===== config.mk =====
export PLATFORM = sky130hd
export DESIGN_NAME = ex_mem_pipe_reg
export DESIGN_NICKNAME = d
export VERILOG_FILES = /design/src/rtl/ex_mem_pipe_reg.sv
export SDC_FILE = /design/constraint.sdc
export NUM_CORES = 1
export LEC_CHECK = 0
export CORE_AREA = 2 2 185 187
export DETAILED_ROUTE_END_ITERATION = 10
export DIE_AREA = 0 0 187 189
export GPL_ROUTABILITY_DRIVEN = 0
export GPL_TIMING_DRIVEN = 0
export SLEW_MARGIN = 0
export SYNTH_ARGS = -nofsm -noshare
export SYNTH_HDL_FRONTEND = slang
export SYNTH_SLANG_ARGS = --single-unit

===== constraint.sdc =====
create_clock -name clk -period 0.8 [get_ports clk]
set_input_delay 0.16 -clock clk [delete_from_list [all_inputs] [get_ports clk]]
set_output_delay 0.16 -clock clk [all_outputs]
set_load 0.1 [all_outputs]

===== src/rtl/ex_mem_pipe_reg.sv =====
// ex_mem_pipe_reg: EX/MEM pipeline register with stall hold and flush bubble.
module ex_mem_pipe_reg (
  input  logic        clk,
  input  logic        rst_n,
  input  logic        stall,
  input  logic        flush,
  input  logic [31:0] pc_ex,
  input  logic [31:0] pc_plus_4_ex,
  input  logic [4:0]  rd_ex,
  input  logic        im_to_rf_ex,
  input  logic        store_ex,
  input  logic        load_ex,
  input  logic [1:0]  next_pc_selector_ex,
  input  logic [31:0] rs2_data_ex,
  input  logic [31:0] uj_type_ex,
  input  logic [31:0] alu_data_ex,
  input  logic [31:0] jump_i_type_ex,
  input  logic [31:0] jump_sb_type_ex,
  output logic [31:0] pc_mem,
  output logic [31:0] pc_plus_4_mem,
  output logic [4:0]  rd_mem,
  output logic        im_to_rf_mem,
  output logic        store_mem,
  output logic        load_mem,
  output logic [1:0]  next_pc_selector_mem,
  output logic [31:0] rs2_data_mem,
  output logic [31:0] uj_type_mem,
  output logic [31:0] alu_data_mem,
  output logic [31:0] jump_i_type_mem,
  output logic [31:0] jump_sb_type_mem
);
  localparam int W = 234;
  logic [W-1:0] d, q;
  // One flop bank for every field so all outputs update in the same edge.
  assign d = {pc_ex, pc_plus_4_ex, rd_ex, im_to_rf_ex, store_ex, load_ex, next_pc_selector_ex,
              rs2_data_ex, uj_type_ex, alu_data_ex, jump_i_type_ex, jump_sb_type_ex};
  always_ff @(posedge clk or negedge rst_n)
    if (!rst_n) q <= '0;
    else if (flush) q <= '0;
    else if (!stall) q <= d;
  assign {pc_mem, pc_plus_4_mem, rd_mem, im_to_rf_mem, store_mem, load_mem, next_pc_selector_mem,
          rs2_data_mem, uj_type_mem, alu_data_mem, jump_i_type_mem, jump_sb_type_mem} = q;
endmodule


==> results.cfg, run 1 <==
[status]
status = finished, violations left
violations = hold timing, setup timing

[clock_network]
cts_root_buffer = clkbuf_16
clk_pin_slew_ps = 60
htreeDepth = 1
cts_made_buffers = 28
cts_tree = built
cts_sinks = 234
clk_latency_ps = 530
cts_max_path_buffers = 3

[layout]
nets = 1497
fillCellCount = 2667
largest_reg_flops = 234
final_cell_mix = 234 x nor2_1, 234 x buf_12, 234 x clkdlybuf4s50_1, 234 x dfrtp_4, 233 x mux2i_1
multi_input_area_um2 = 3220
regMostFlops = q
reg_top3 = q (234)
drive_gt1_frac = 0.444
area_growth_pct = 101
seqCellArea_um2 = 6730

[place]
dp_hpwl_um = 24100
io_buffer_count = 469
dp_slack_ps = -975

[worst_setup_path]
cp_top_family = flip-flops
cp.buffers_inverters = 1
cp.required_ps = 640
critPathLaunch = q[203]
crit_type = flop to output port
cp_slowest_cell = dfrtp_4
regToRegStartpoint = q[186]
cp.arrival_ps = 1230
start_kind = flop
reg2reg_depth = 3
crit_cells = 1
worstReg2RegEnd = q[186]
crit_path_end_kind = output port
worst-path-max-fanout = 2
slowest_delay_ps = 510
crit_chain = buf_12
r2r_slack_ps = -120
setup.worst_path.end = pc_mem[1]

[pwr]
p_total_mw = 38.2
power_density_nw_per_um2 = 2000
total_leakage_power_nw = 8.25
vdd_ir_drop_max_mv = 1.62

[die]
die_area_um2 = 35300
core-area_um2 = 33300
io_pins = 472
num_rows = 67
start_util = 0.285
fp.dieW_um = 187
fp.dieH_um = 189

[sta]
finalSetupViolations = 360
timing.fmax_mhz = 720
rsz0062_at_grt = yes
slew_headroom = 0.682
slew_viol_final = 0
min_period_over_period = 1.74
finalCriticalPeriod_ps = 1390
hold_violations = 125
timing.final.ws_setup_ps = -589
hold_ws_ps = -478
fin_skew_ps = 0
worst_pin_slew_ps = 477

[logic_synthesis]
ys_warn_count = 0
synth.area.mux_share = 0.247
syn_nets = 992
yosys.area_share.simple = 0.0926
ys_ff_latch = 234
ys_seq_area_frac = 0.617
synth_xor_area_frac = 0
synth_top_family_by_area = multiplexers
netlist_area_um2 = 9480
synth_compound_area_frac = 0
synth_cells = 754
synth_cell_type_count = 9
syn_area_per_cell_um2 = 12.6
synthAdderAreaFrac = 0

[routing]
avgRoutedWirePerCell_um = 19.3
wl_um = 33400
first_pass_iters = 6
vias = 7546
first_iter_violations = 241
postRouteAntennaNets = 0
vias_per_cell = 4.37
drc = 0

[global_routing]
grt_pass1_vias = 8162
antenna_found_initial = 2
overflow = 0
grtUsageTotal = 0.181
grt_pass1_wl_um = 49900
grt_max_degree = 110

[run]
maxCapViolCount = 0

[hold_path]
hp-class = primary input to asynchronous set/reset pin
## cells in the mapped netlist (all sizes together)
cell type	count	share of area
dfrtp	234	0.62
mux2i	234	0.25
nor2	234	0.093
buf	37	0.037
clkbuf	15	0.0059
## worst min path at each step
stage / endpoint / slack [ps]
5_1_grt: q[120] / -480
3_5_place_dp: q[120] / 80
3_3_place_gp: q[196] / 560
4_1_cts: q[120] / -500
2_1_floorplan: q[0] / -140
6_report: q[120] / -480
## what timing repair did
| item | 4_1_cts | 5_1_grt |
|---|---|---|
| gates cloned | 0 | 2 |
| resized for setup | 1853 | 256 |
| pin swaps | 0 | 14 |
| setup buffers | 0 | 2 |
| hold endpoints to repair | 125 | 83 |
| setup endpoints to repair | 370 | 571 |
## area by class of cell
type | count | area share
Clock inverter | 7 | 0.00485
Timing Repair Buffer | 475 | 0.375
Buffer | 52 | 0.0228
Multi-Input combinational cell | 468 | 0.169
Tap cell | 448 | 0.0294
Sequential cell | 234 | 0.353
Antenna cell | 2 | 0.000262
Clock buffer | 42 | 0.0458
## power by group
part | total (mW) | leakage, nW | internal, mW | switching, mW
registers | 13.7 | 2.72 | 12.9 | 0.763
logic | 11.3 | 5.05 | 4.48 | 6.83
clock network | 13.2 | 0.481 | 8.13 | 5.06
## through the flow
step	instances	utilization	cell area, µm²	TNS, ps
final	1728	0.573	19100	-131790
after global routing	1728	0.573	19100	-148930
after CTS	1722	0.538	17900	-150620
after detailed placement	1673	0.472	15700	-392430
after global placement	1671	0.470	15600	-3358100
after floorplan	754	-	10400	-32490
## logic make-up (layout without fill, tap and decap cells)
family,count (synthesis),after routing
muxes,234,234
DFF,234,234
other,0,2
buffers and inverters,52,576
and+or+nand+nor,234,234
## routing by layer
metal  GRT usage  part of all wire  up-vias
met5           0                 0        -
met2       0.311              0.51      332
met1       0.211              0.37     3672
met3      0.0740             0.098       46
met4      0.0443             0.022        0
li1            -                 -     3496
(Power assumes the default switching activity.)
==> run 2, diff against run 1 <==
--- a/config.mk
+++ b/config.mk
@@ -5,12 +5,12 @@
 export SDC_FILE = /design/constraint.sdc
 export NUM_CORES = 1
 export LEC_CHECK = 0
+export CAP_MARGIN = 10
 export CORE_AREA = 2 2 185 187
 export DETAILED_ROUTE_END_ITERATION = 10
 export DIE_AREA = 0 0 187 189
 export GPL_ROUTABILITY_DRIVEN = 0
 export GPL_TIMING_DRIVEN = 0
-export SLEW_MARGIN = 0
 export SYNTH_ARGS = -nofsm -noshare
 export SYNTH_HDL_FRONTEND = slang
 export SYNTH_SLANG_ARGS = --single-unit
==> results of run 2 <==
The final DEF is identical to that of run 1; final timing and power are the same.
